File: src/rtl/iob_aoi_pkg.sv
// Shared constants for the iob_aoi_pipe block: mode encodings and default widths.
package iob_aoi_pkg;

    localparam logic IOB_AOI_MODE_AOI = 1'b0;
    localparam logic IOB_AOI_MODE_OAI = 1'b1;

    localparam int IOB_AOI_DATA_W_DEF      = 8;
    localparam int IOB_AOI_PIPE_STAGES_DEF = 2;
    localparam int IOB_AOI_CNT_W_DEF       = 16;

endpackage

File: src/rtl/iob_aoi_pipe_stage.sv
// One elastic valid/ready register stage; ready is combinational from downstream.
// Handshake: a transfer happens on a rising edge where valid & ready & cke_i are all 1.
module iob_aoi_pipe_stage #(
    parameter int DATA_W = 8
) (
    input  logic              clk_i,
    input  logic              cke_i,
    input  logic              arst_i,
    input  logic              up_valid_i,
    output logic              up_ready_o,
    input  logic [DATA_W-1:0] up_data_i,
    output logic              dn_valid_o,
    input  logic              dn_ready_i,
    output logic [DATA_W-1:0] dn_data_o
);

    logic              valid_q, valid_d;
    logic [DATA_W-1:0] data_q, data_d;

    // Empty, or the held word leaves this cycle: either way the slot is free.
    assign up_ready_o = ~valid_q | dn_ready_i;

    always_comb begin
        valid_d = valid_q;
        data_d  = data_q;
        if (up_ready_o) begin
            valid_d = up_valid_i;
            if (up_valid_i) begin
                data_d = up_data_i;
            end
        end
    end

    always_ff @(posedge clk_i or posedge arst_i) begin
        if (arst_i) begin
            valid_q <= 1'b0;
            data_q  <= '0;
        end else if (cke_i) begin
            valid_q <= valid_d;
            data_q  <= data_d;
        end
    end

    assign dn_valid_o = valid_q;
    assign dn_data_o  = data_q;

endmodule

File: src/rtl/iob_aoi_pipe.sv
// Pipelined bitwise AOI (optionally OAI via IOB_AOI_PIPE_OAI_EN) with elastic stages
// and a wrapping completed-transfer counter.
module iob_aoi_pipe
    import iob_aoi_pkg::*;
#(
    parameter int DATA_W      = IOB_AOI_DATA_W_DEF,
    parameter int PIPE_STAGES = IOB_AOI_PIPE_STAGES_DEF,
    parameter int CNT_W       = IOB_AOI_CNT_W_DEF
) (
    input  logic              clk_i,
    input  logic              cke_i,
    input  logic              arst_i,
    input  logic [DATA_W-1:0] a_i,
    input  logic [DATA_W-1:0] b_i,
    input  logic [DATA_W-1:0] c_i,
    input  logic [DATA_W-1:0] d_i,
    input  logic              mode_i,
    input  logic              in_valid_i,
    output logic              in_ready_o,
    output logic [DATA_W-1:0] y_o,
    output logic              out_valid_o,
    input  logic              out_ready_i,
    output logic [CNT_W-1:0]  cnt_o
);

    // Index 0 is the pipeline input, index PIPE_STAGES the output.
    logic [PIPE_STAGES:0] vld;
    logic [PIPE_STAGES:0] rdy;
    logic [DATA_W-1:0]    dat [PIPE_STAGES+1];
    logic [DATA_W-1:0]    func;
    logic [CNT_W-1:0]     cnt_q, cnt_d;

`ifdef IOB_AOI_PIPE_OAI_EN
    // Mode is consumed before stage 0, so it stays bound to its own operands.
    always_comb begin
        if (mode_i == IOB_AOI_MODE_OAI) begin
            func = ~((a_i | b_i) & (c_i | d_i));
        end else begin
            func = ~((a_i & b_i) | (c_i & d_i));
        end
    end
`else
    logic unused_mode;
    assign unused_mode = mode_i;
    assign func        = ~((a_i & b_i) | (c_i & d_i));
`endif

    assign vld[0]           = in_valid_i;
    assign dat[0]           = func;
    assign rdy[PIPE_STAGES] = out_ready_i;

    for (genvar k = 0; k < PIPE_STAGES; k++) begin : g_stage
        iob_aoi_pipe_stage #(
            .DATA_W(DATA_W)
        ) u_stage (
            .clk_i     (clk_i),
            .cke_i     (cke_i),
            .arst_i    (arst_i),
            .up_valid_i(vld[k]),
            .up_ready_o(rdy[k]),
            .up_data_i (dat[k]),
            .dn_valid_o(vld[k+1]),
            .dn_ready_i(rdy[k+1]),
            .dn_data_o (dat[k+1])
        );
    end

    assign in_ready_o  = rdy[0];
    assign out_valid_o = vld[PIPE_STAGES];
    assign y_o         = vld[PIPE_STAGES] ? dat[PIPE_STAGES] : '0;

    always_comb begin
        cnt_d = cnt_q;
        if (vld[PIPE_STAGES] && out_ready_i) begin
            cnt_d = cnt_q + 1'b1;
        end
    end

    always_ff @(posedge clk_i or posedge arst_i) begin
        if (arst_i) begin
            cnt_q <= '0;
        end else if (cke_i) begin
            cnt_q <= cnt_d;
        end
    end

    assign cnt_o = cnt_q;

endmodule

File: config.mk
export PLATFORM = sky130hd
export DESIGN_NAME = iob_aoi_pipe
export DESIGN_NICKNAME = d
export VERILOG_FILES = /design/src/rtl/iob_aoi_pkg.sv /design/src/rtl/iob_aoi_pipe_stage.sv /design/src/rtl/iob_aoi_pipe.sv
export SDC_FILE = /design/constraint.sdc
export NUM_CORES = 1
export LEC_CHECK = 0
export ABC_AREA = 1
export CAP_MARGIN = 40
export CORE_MARGIN = 2
export CORE_UTILIZATION = 35
export CTS_BUF_LIST = sky130_fd_sc_hd__clkbuf_4 sky130_fd_sc_hd__clkbuf_8 sky130_fd_sc_hd__clkbuf_16
export CTS_CLUSTER_DIAMETER = 30
export DETAILED_ROUTE_END_ITERATION = 16
export PLACE_DENSITY = 0.66
export SETUP_SLACK_MARGIN = 0.5
export SLEW_MARGIN = 10
export SYNTH_ARGS = -nofsm -noshare
export SYNTH_HDL_FRONTEND = slang
export SYNTH_SLANG_ARGS = --single-unit
File: constraint.sdc
create_clock -name clk_i -period 1.35 [get_ports clk_i]
set_input_delay 0.405 -clock clk_i [delete_from_list [all_inputs] [get_ports clk_i]]
set_output_delay 0.405 -clock clk_i [all_outputs]
set_load 0.005 [all_outputs]
==> results.cfg, run 1 <==
[routing]
postRouteWirelength_um = 5130
drt_iter0_markers = 62
drc_violation_count_after_routing = 0
average_wire_per_standard_cell_um = 13.4
drt_first_pass_iters = 4
via_per_inst = 4.79
dr_total_vias = 1828
residual_antenna_violating_net_count_after_detailed_routing = 0

[setup_path]
critical_path_data_arrival_time_ns = 1.18
worstReg2RegEnd = cnt_o[14]
r2r_start = g_stage[1].u_stage.dn_valid_o
worstSetupStartpointType = flop
setup.worst_path.class = flop to output port
r2r_setup_slack_ns = -0.14
critical_path_peak_fanout = 3
r2r_cells = 8
required_ns = 0.95
setup.worst_path.end_class = output port

[power_and_ir_drop]
power_density_over_the_cells_nw_per_um2 = 1200
seqPwrFrac = 0.351
comb_power_share = 0.367
power_report.internal_total_mw = 2.77
switching_power_mw = 1.21
power_frac_clock = 0.282
power.leakage_nw = 1.70
power.share.switching = 0.304
vdd.ir_drop.worst_uv = 707

[layout]
final.fill_count = 345
mostFrequentLayoutCells = sky130_fd_sc_hd__nand2_1, sky130_fd_sc_hd__clkdlybuf4s50_1, sky130_fd_sc_hd__dfrtp_1
insertedDiodeCount = 0
final_layout_size_suffix_gt1_frac = 0.521
area_growth_syn_to_layout_pct = 98.7
num-nets-final = 366
layout_commonest_cell = sky130_fd_sc_hd__nand2_1
fin_util = 0.715

[clock_network]
clock_sinks = 34
clock_tree.htree_level_count = 2
cts-buffers-inserted = 5
clock_network_latency_to_the_later_pin_of_the_worst_skew_pair_ns = 0.29
clock_path_buffers = 2
clock-root-buffer = sky130_fd_sc_hd__clkbuf_8
ctsHoldBuffers = 0
cts_tree = yes
clk_pin_slew_worst_paths_ns = 0.08

[floorplanning]
io_pins = 64
floorplan.initialDensity = 0.360
core_area_um2 = 4660
die_area_um2 = 5360
chipHeight_um = 73.2
dieWidth_um = 73.2
floorplan.rows = 25

[run_status]
result_of_the_run = complete, but fails checks
violations_in_the_final_reports = setup timing

[run]
max_cap_viol_count = 0

[place]
place.gp.congestion = 0.789
post-dp-hpwl_um = 3080
io_buffer_count = 62

[sta]
finClkSkew_ns = 0.0104
timing.max_slew.rel_slack = 0.822
period_minus_slack_ns = 1.59
fin_worst_hold_slack_ns = 0.348
finalSetupViolCount = 30
rsz0062_at_grt = true
tightest_slew_ns = 0.267
slew_viol_final = 0
fmaxAchievable_ghz = 0.629
timing_hold_violations_final = 0
final_critical_path_setup_slack_ns = -0.240
timing.final.crit_share = 1.18

[yosys]
yosys_warnings = 0
synth_largest_area_cell = sky130_fd_sc_hd__dfrtp_1
netlist_area_um2 = 1680
yosysTopAreaCellShare = 0.507
ys_top_cells_by_area = sky130_fd_sc_hd__dfrtp_1, sky130_fd_sc_hd__nand2_1, sky130_fd_sc_hd__inv_1
share_of_the_yosys_chip_area_belonging_to_registers = 0.507
synth_cell_types = 22
synth-seq-cells = 34
mappedNetlistNets = 242
synthesis.area_per_instance_um2 = 8.26
synth_cells = 203

[global_routing]
overflow = 0
grt_first_pass_wirelength_um = 7840
first_global_vias = 1818
number_of_antenna_violations_at_the_first_check_in_global_routing = 0
grt_total_usage = 0.191
maximum_number_of_pins_on_one_net_before_global_route_repair = 18

[min_path]
holdCritPathClass = input port to async pin
repair_timing:
action                                  in CTS  in global routing
pin swaps                                   28                 15
resized for setup                          161                 60
hold endpoints to repair                     0                  0
endpoints found under the setup margin      60                 70
cloned                                       1                  2
setup buffers                               19                  5
per-stage QoR:
step / setup slack, ns / total power [mW] / instance area, µm² / instances / setup TNS (ns)
2_1_floorplan: 0.169 / 1.77 / 1740 / 203 / 0
3_3_place_gp: -0.603 / 2.31 / 2660 / 347 / -12.42
3_5_place_dp: -0.609 / 2.35 / 2660 / 347 / -12.93
4_1_cts: -0.222 / 3.72 / 3030 / 375 / -1.93
5_1_grt: -0.291 / 4.19 / 3330 / 382 / -5.04
6_report: -0.240 / 3.98 / 3330 / 382 / -2.76
worst max-delay path by stage:
stage / slack [ns] / to / startpoint / cells after the start
6_report: -0.24 / y_o[4] / g_stage[1].u_stage.dn_valid_o / 5
5_1_grt: -0.29 / y_o[4] / g_stage[1].u_stage.dn_valid_o / 5
4_1_cts: -0.22 / y_o[2] / g_stage[1].u_stage.dn_valid_o / 5
3_5_place_dp: -0.61 / in_ready_o / out_ready_i / 4
3_3_place_gp: -0.60 / in_ready_o / out_ready_i / 4
2_1_floorplan: 0.17 / cnt_o[14] / cnt_o[1] / 6
critical path, stage by stage (launching register included):
cell and delay (ns):
sky130_fd_sc_hd__dfrtp_2 0.42, sky130_fd_sc_hd__buf_6 0.13, sky130_fd_sc_hd__buf_6 0.13, sky130_fd_sc_hd__nand2_2 0.07, sky130_fd_sc_hd__inv_2 0.04, sky130_fd_sc_hd__buf_6 0.11
cells by family after synthesis:
family	Yosys count	synth area share
adders and majority gates	1	0.00746
and+or+nand+nor	116	0.310
AOI/OAI and AO/OA	19	0.0746
buffers and inverters	25	0.0590
xor gates and xnor gates	8	0.0418
DFF	34	0.507
final cells by class:
class,count,area [µm²],share of cell area
Clock buffer,5,68.8,0.0207
Multi-Input combinational cell,145,1090,0.328
Inverter,22,101,0.0304
Timing Repair Buffer,119,1080,0.324
Sequential cell,34,852,0.256
Tap cell,54,67.6,0.0203
Clock inverter,3,68.8,0.0207
layer usage:
metal | track usage | share of wire | up-vias
met5 | 0 | 0 | -
met4 | 0.0576 | 0.013 | 0
met3 | 0.0552 | 0.059 | 6
met2 | 0.364 | 0.55 | 66
met1 | 0.200 | 0.37 | 863
li1 | - | - | 893
Yosys cell counts:
cell type	instances
sky130_fd_sc_hd__nand2_1	75
sky130_fd_sc_hd__dfrtp_1	34
sky130_fd_sc_hd__inv_1	21
sky130_fd_sc_hd__nand3_1	14
sky130_fd_sc_hd__nor2_1	12
sky130_fd_sc_hd__a22o_1	8
sky130_fd_sc_hd__o21ai_0	6
sky130_fd_sc_hd__o21ai_1	5
sky130_fd_sc_hd__xnor2_1	5
sky130_fd_sc_hd__nand2_2	3
sky130_fd_sc_hd__nand4_1	3
sky130_fd_sc_hd__nor2_4	3
sky130_fd_sc_hd__xor2_1	3
sky130_fd_sc_hd__nand3_2	2
sky130_fd_sc_hd__nor2_2	2
sky130_fd_sc_hd__buf_2	1
sky130_fd_sc_hd__buf_4	1
sky130_fd_sc_hd__clkbuf_1	1
sky130_fd_sc_hd__ha_1	1
sky130_fd_sc_hd__inv_2	1
sky130_fd_sc_hd__nand2_4	1
sky130_fd_sc_hd__nand3b_1	1
state kept, by name (all words and copies together), names as in the netlist:
register,count
cnt_o,16
g_stage.u_stage.dn_data_o,16
g_stage.u_stage.dn_valid_o,2
power by group through the flow:
stage                     sequential, mW  clock (mW)  combinational (mW)
final                               1.40        1.12                1.46
after global routing                1.42        1.20                1.57
after CTS                           1.35        1.14                1.23
after detailed placement            1.37           0               0.979
after global placement              1.36           0               0.950
after floorplan                     1.38           0               0.385
No activity file was read; power rests on OpenSTA's default activity.
==> run 2: changes to the inputs <==
--- a/config.mk
+++ b/config.mk
@@ -12,6 +12,7 @@
 export CTS_BUF_LIST = sky130_fd_sc_hd__clkbuf_4 sky130_fd_sc_hd__clkbuf_8 sky130_fd_sc_hd__clkbuf_16
 export CTS_CLUSTER_DIAMETER = 30
 export DETAILED_ROUTE_END_ITERATION = 16
+export HOLD_SLACK_MARGIN = 0.08
 export PLACE_DENSITY = 0.66
 export SETUP_SLACK_MARGIN = 0.5
 export SLEW_MARGIN = 10
==> constraint.sdc (replaced) <==
create_clock -name clk_i -period 1.6 [get_ports clk_i]
set_input_delay 0.48 -clock clk_i [delete_from_list [all_inputs] [get_ports clk_i]]
set_output_delay 0.48 -clock clk_i [all_outputs]
set_load 0.005 [all_outputs]
==> run 2 against run 1 <==
Effect of this change:
- via count is 0.66% lower
- utilization fell by 2.1 points
- clock skew decreased by 0.0033 ns
- critical path depth did not move
- the flow still finishes with violations (setup timing)
- clock power shrank 43%
- combinational power shrank 21%
==> results.cfg, run 2 (same netlist as run 1, synthesis figures left out) <==
[power_and_ir_drop]
power.leakage_nw = 1.67
power_density_over_the_cells_nw_per_um2 = 917
report.power.total_mw = 2.96
vdd.ir_drop.worst_uv = 450

[sta]
timing.final.crit_share = 1.04
rsz0062_at_grt = true
setup-tns-final_ns = -0.334
tightest_slew_ns = 0.238
slew_viol_final = 0
finClkSkew_ns = 0.00704
fmaxAchievable_ghz = 0.602
timing.max_slew.rel_slack = 0.842
final_critical_path_setup_slack_ns = -0.0613
finalSetupViolCount = 8
timing_hold_violations_final = 0
period_minus_slack_ns = 1.66

[clock_network]
clock_path_buffers = 2
clk_pin_slew_worst_paths_ns = 0.07
clock_sinks = 34
ctsHoldBuffers = 0
clock_tree.htree_level_count = 2
cts_tree = yes
clock_network_latency_to_the_later_pin_of_the_worst_skew_pair_ns = 0.29
clock-root-buffer = sky130_fd_sc_hd__clkbuf_8
cts-buffers-inserted = 5

[routing]
via_per_inst = 4.80
drt_first_pass_iters = 4
drc_violation_count_after_routing = 0
dr_total_vias = 1816
postRouteWirelength_um = 5000
drt_iter0_markers = 60
residual_antenna_violating_net_count_after_detailed_routing = 0
average_wire_per_standard_cell_um = 13.2

[setup_path]
critical_path_peak_fanout = 3
setup.worst_path.class = flop to output port
critical_path_data_arrival_time_ns = 1.18
required_ns = 1.12
setup.worst_path.end_class = output port
worstSetupStartpointType = flop

[floorplanning]
dieWidth_um = 73.2
die_area_um2 = 5360
io_pins = 64
chipHeight_um = 73.2
floorplan.rows = 25
core_area_um2 = 4660
floorplan.initialDensity = 0.360

[layout]
num-nets-final = 363
mostFrequentLayoutCells = sky130_fd_sc_hd__nand2_1, sky130_fd_sc_hd__clkdlybuf4s50_1, sky130_fd_sc_hd__buf_6, sky130_fd_sc_hd__dfrtp_1, sky130_fd_sc_hd__buf_4
area_growth_syn_to_layout_pct = 92.8
final_layout_size_suffix_gt1_frac = 0.497
final.fill_count = 349
insertedDiodeCount = 0
layout_commonest_cell = sky130_fd_sc_hd__nand2_1

[global_routing]
grt_first_pass_wirelength_um = 7910
first_global_vias = 1841
number_of_antenna_violations_at_the_first_check_in_global_routing = 0
maximum_number_of_pins_on_one_net_before_global_route_repair = 35
overflow = 0
grt_total_usage = 0.194

[run]
max_cap_viol_count = 0

[place]
io_buffer_count = 62
post-dp-hpwl_um = 2820
place.gp.congestion = 0.792

[run_status]
result_of_the_run = complete, but fails checks
violations_in_the_final_reports = setup timing

[min_path]
holdCritPathClass = flop to flop
## run 2: repair_timing
action / 4_1_cts / 5_1_grt
gates cloned: 3 / 1
endpoints found under the setup margin: 60 / 60
pin swaps: 26 / 18
resized for setup: 183 / 41
setup buffers: 27 / 9
## run 2: area by class of cell
type | count | area (µm²) | share of cell area
Timing Repair Buffer | 116 | 1100 | 0.340
Sequential cell | 34 | 852 | 0.264
Multi-Input combinational cell | 145 | 1030 | 0.320
Clock buffer | 7 | 83.8 | 0.0259
Inverter | 22 | 93.8 | 0.0290
Tap cell | 54 | 67.6 | 0.0209
## run 2: where the power goes
group,switching (mW),total (mW),internal [mW]
Combinational,0.513,1.16,0.648
Clock,0.305,0.638,0.334
Sequential,0.138,1.16,1.03
Total,0.956,2.96,2.01
## run 2: routing by layer
layer,up-vias,global-route usage,part of all wire
met5,-,0,0
met4,0,0.0761,0.025
met3,14,0.0691,0.076
met2,67,0.344,0.53
met1,850,0.208,0.37
li1,885,-,-
## run 2: final timing paths
kind	start	end	slack, ns	cells after the start
min in group asynchronous	arst_i	g_stage[1].u_stage.dn_data_o[2]	0.57	3
worst max register to register	g_stage[1].u_stage.dn_valid_o	cnt_o[14]	0.01	9
max in group asynchronous	arst_i	g_stage[1].u_stage.dn_valid_o	0.84	3
worst min register to register	g_stage[1].u_stage.dn_data_o[0]	g_stage[1].u_stage.dn_data_o[0]	0.49	2
worst max-delay path	g_stage[1].u_stage.dn_valid_o	y_o[2]	-0.06	5
worst min-delay path	g_stage[1].u_stage.dn_data_o[0]	g_stage[1].u_stage.dn_data_o[0]	0.49	2
## run 2: metrics by stage
stage	util	cells	setup WS, ns	hold WS (ns)	area [µm²]
floorplan	-	203	0.397	0.421	1710
global route	0.693	378	-0.101	0.533	3230
detailed placement	0.540	331	-0.487	0.458	2510
global placement	0.540	331	-0.469	0.455	2510
CTS	0.643	368	-0.0645	0.480	3000
finish	0.693	378	-0.0613	0.493	3230
## run 2: worst max-delay path, cell delays in order, from the launching register on
cell	delay (ns)
sky130_fd_sc_hd__dfrtp_2	0.44
sky130_fd_sc_hd__buf_6	0.14
sky130_fd_sc_hd__buf_6	0.12
sky130_fd_sc_hd__nand2_4	0.06
sky130_fd_sc_hd__inv_2	0.03
sky130_fd_sc_hd__buf_6	0.10
==> run 3: changes to the inputs <==
--- a/config.mk
+++ b/config.mk
@@ -7,13 +7,13 @@
 export LEC_CHECK = 0
 export ABC_AREA = 1
 export CAP_MARGIN = 40
-export CORE_MARGIN = 2
+export CORE_MARGIN = 8
 export CORE_UTILIZATION = 35
 export CTS_BUF_LIST = sky130_fd_sc_hd__clkbuf_4 sky130_fd_sc_hd__clkbuf_8 sky130_fd_sc_hd__clkbuf_16
 export CTS_CLUSTER_DIAMETER = 30
 export DETAILED_ROUTE_END_ITERATION = 16
 export HOLD_SLACK_MARGIN = 0.08
-export PLACE_DENSITY = 0.66
+export PLACE_DENSITY = 0.76
 export SETUP_SLACK_MARGIN = 0.5
 export SLEW_MARGIN = 10
 export SYNTH_ARGS = -nofsm -noshare
==> run 3 against run 2 <==
Effect of this change:
- the run still ends with setup timing left
- register-to-register slack better by 0.04 ns
- clock-buffer cell count down 1
- sequential cell count unchanged
- sequential share of layout area up 1.4 points
- die area up 35%
- non-clock buffer count down 10
- largest cell class unchanged
- cell count down 2.9%
==> results.cfg, run 3 (same netlist as run 1, synthesis figures left out) <==
[run_status]
result_of_the_run = complete, but fails checks
violations_in_the_final_reports = setup timing

[routing]
dr_total_vias = 1770
drt_first_pass_iters = 4
residual_antenna_violating_net_count_after_detailed_routing = 0
drc_violation_count_after_routing = 0
via_per_inst = 4.82
drt_iter0_markers = 56
postRouteWirelength_um = 5260
average_wire_per_standard_cell_um = 14.3

[sta]
finalSetupViolCount = 6
period_minus_slack_ns = 1.61
timing.max_slew.rel_slack = 0.788
fin_worst_hold_slack_ns = 0.485
finClkSkew_ns = 0.00265
final_critical_path_setup_slack_ns = -0.0133
timing_hold_violations_final = 0
timing.final.crit_share = 1.01
rsz0062_at_grt = true
slew_viol_final = 0
tightest_slew_ns = 0.318
fmaxAchievable_ghz = 0.620
setup-tns-final_ns = -0.0386

[clock_network]
clock_tree.htree_level_count = 2
clock_path_buffers = 2
clock_network_latency_to_the_later_pin_of_the_worst_skew_pair_ns = 0.28
clock_sinks = 34
clock-root-buffer = sky130_fd_sc_hd__clkbuf_8
cts-buffers-inserted = 5
clk_pin_slew_worst_paths_ns = 0.06
ctsHoldBuffers = 0
cts_tree = yes

[layout]
final.fill_count = 374
final_layout_size_suffix_gt1_frac = 0.447
insertedDiodeCount = 0
finish.instance_area_um2 = 3070
area_growth_syn_to_layout_pct = 83.4
num-nets-final = 353
mostFrequentLayoutCells = sky130_fd_sc_hd__nand2_1, sky130_fd_sc_hd__clkdlybuf4s50_1, sky130_fd_sc_hd__dfrtp_1
multi_input_comb_area_um2 = 981
register_area_um2 = 852
layout_commonest_cell = sky130_fd_sc_hd__nand2_1

[setup_path]
setup.worst_path.end_class = output port
required_ns = 1.12
critical_path_data_arrival_time_ns = 1.13
worstSetupStartpointType = flop
setup.worst_path.class = flop to output port
critical_path_peak_fanout = 5

[floorplanning]
floorplan.rows = 25
core_area_um2 = 4660
chipHeight_um = 85.2
die_area_um2 = 7260
dieWidth_um = 85.2
io_pins = 64
floorplan.initialDensity = 0.360

[global_routing]
number_of_antenna_violations_at_the_first_check_in_global_routing = 0
overflow = 0
grt_first_pass_wirelength_um = 8180
first_global_vias = 1885
grt_total_usage = 0.142
maximum_number_of_pins_on_one_net_before_global_route_repair = 18

[min_path]
holdCritPathClass = flop to flop

[place]
place.gp.congestion = 0.809
io_buffer_count = 62
pre_cts_ws_ns = -0.516
placed_instance_area_um2 = 2550
post-dp-hpwl_um = 3360

[run]
max_cap_viol_count = 0

[power_and_ir_drop]
power.leakage_nw = 1.58
power_density_over_the_cells_nw_per_um2 = 925
vdd.ir_drop.worst_uv = 624
run 3: cell count changes in the layout (fill, tap and decap cells not counted), sizes merged:
cell and delta:
buf -11
run 3: worst paths after layout:
| path | to | cells past startpoint | slack (ns) | from |
|---|---|---|---|---|
| min | g_stage[1].u_stage.dn_data_o[3] | 2 | 0.49 | g_stage[1].u_stage.dn_data_o[3] |
| min reg2reg | g_stage[1].u_stage.dn_data_o[3] | 2 | 0.49 | g_stage[1].u_stage.dn_data_o[3] |
| max | y_o[1] | 5 | -0.01 | g_stage[1].u_stage.dn_valid_o |
| max reg2reg | cnt_o[14] | 9 | 0.05 | g_stage[1].u_stage.dn_valid_o |
| min in group asynchronous | g_stage[0].u_stage.dn_data_o[2] | 2 | 0.50 | arst_i |
| max in group asynchronous | cnt_o[2] | 3 | 0.72 | arst_i |
run 3: timing repair:
action | CTS | global route
cloned | 3 | 0
gates resized for setup | 152 | 48
endpoints found under the setup margin | 60 | 60
setup buffers | 19 | 5
pin swaps | 28 | 16
run 3: area by class of cell:
class	instances	area share
Timing Repair Buffer	106	0.324
Clock buffer	6	0.0269
Tap cell	54	0.0220
Sequential cell	34	0.277
Inverter	22	0.0305
Multi-Input combinational cell	145	0.319
run 3: metal layers:
metal  vias to the layer above  wire [µm]  GRT usage
met3                        12        404     0.0598
li1                        862          -          -
met5                         -          0          0
met1                       825       1880      0.135
met2                        71       2830      0.259
met4                         0        142     0.0599
run 3: per-stage QoR:
step	instances	util	total power, mW
after floorplan	203	-	1.47
after global placement	334	0.547	1.88
after detailed placement	334	0.547	1.91
after CTS	362	0.614	2.68
after global routing	367	0.660	3.02
final	367	0.660	2.84
run 3: critical path, cell delays in order, from the launching register on:
cell and delay (ns):
sky130_fd_sc_hd__dfrtp_1 0.40, sky130_fd_sc_hd__buf_6 0.12, sky130_fd_sc_hd__buf_8 0.14, sky130_fd_sc_hd__nand2_4 0.06, sky130_fd_sc_hd__inv_2 0.03, sky130_fd_sc_hd__buf_6 0.10
run 3: where the power goes:
| part | internal (mW) | switching, mW |
|---|---|---|
| registers | 1.03 | 0.133 |
| logic | 0.578 | 0.476 |
| clock network | 0.332 | 0.297 |
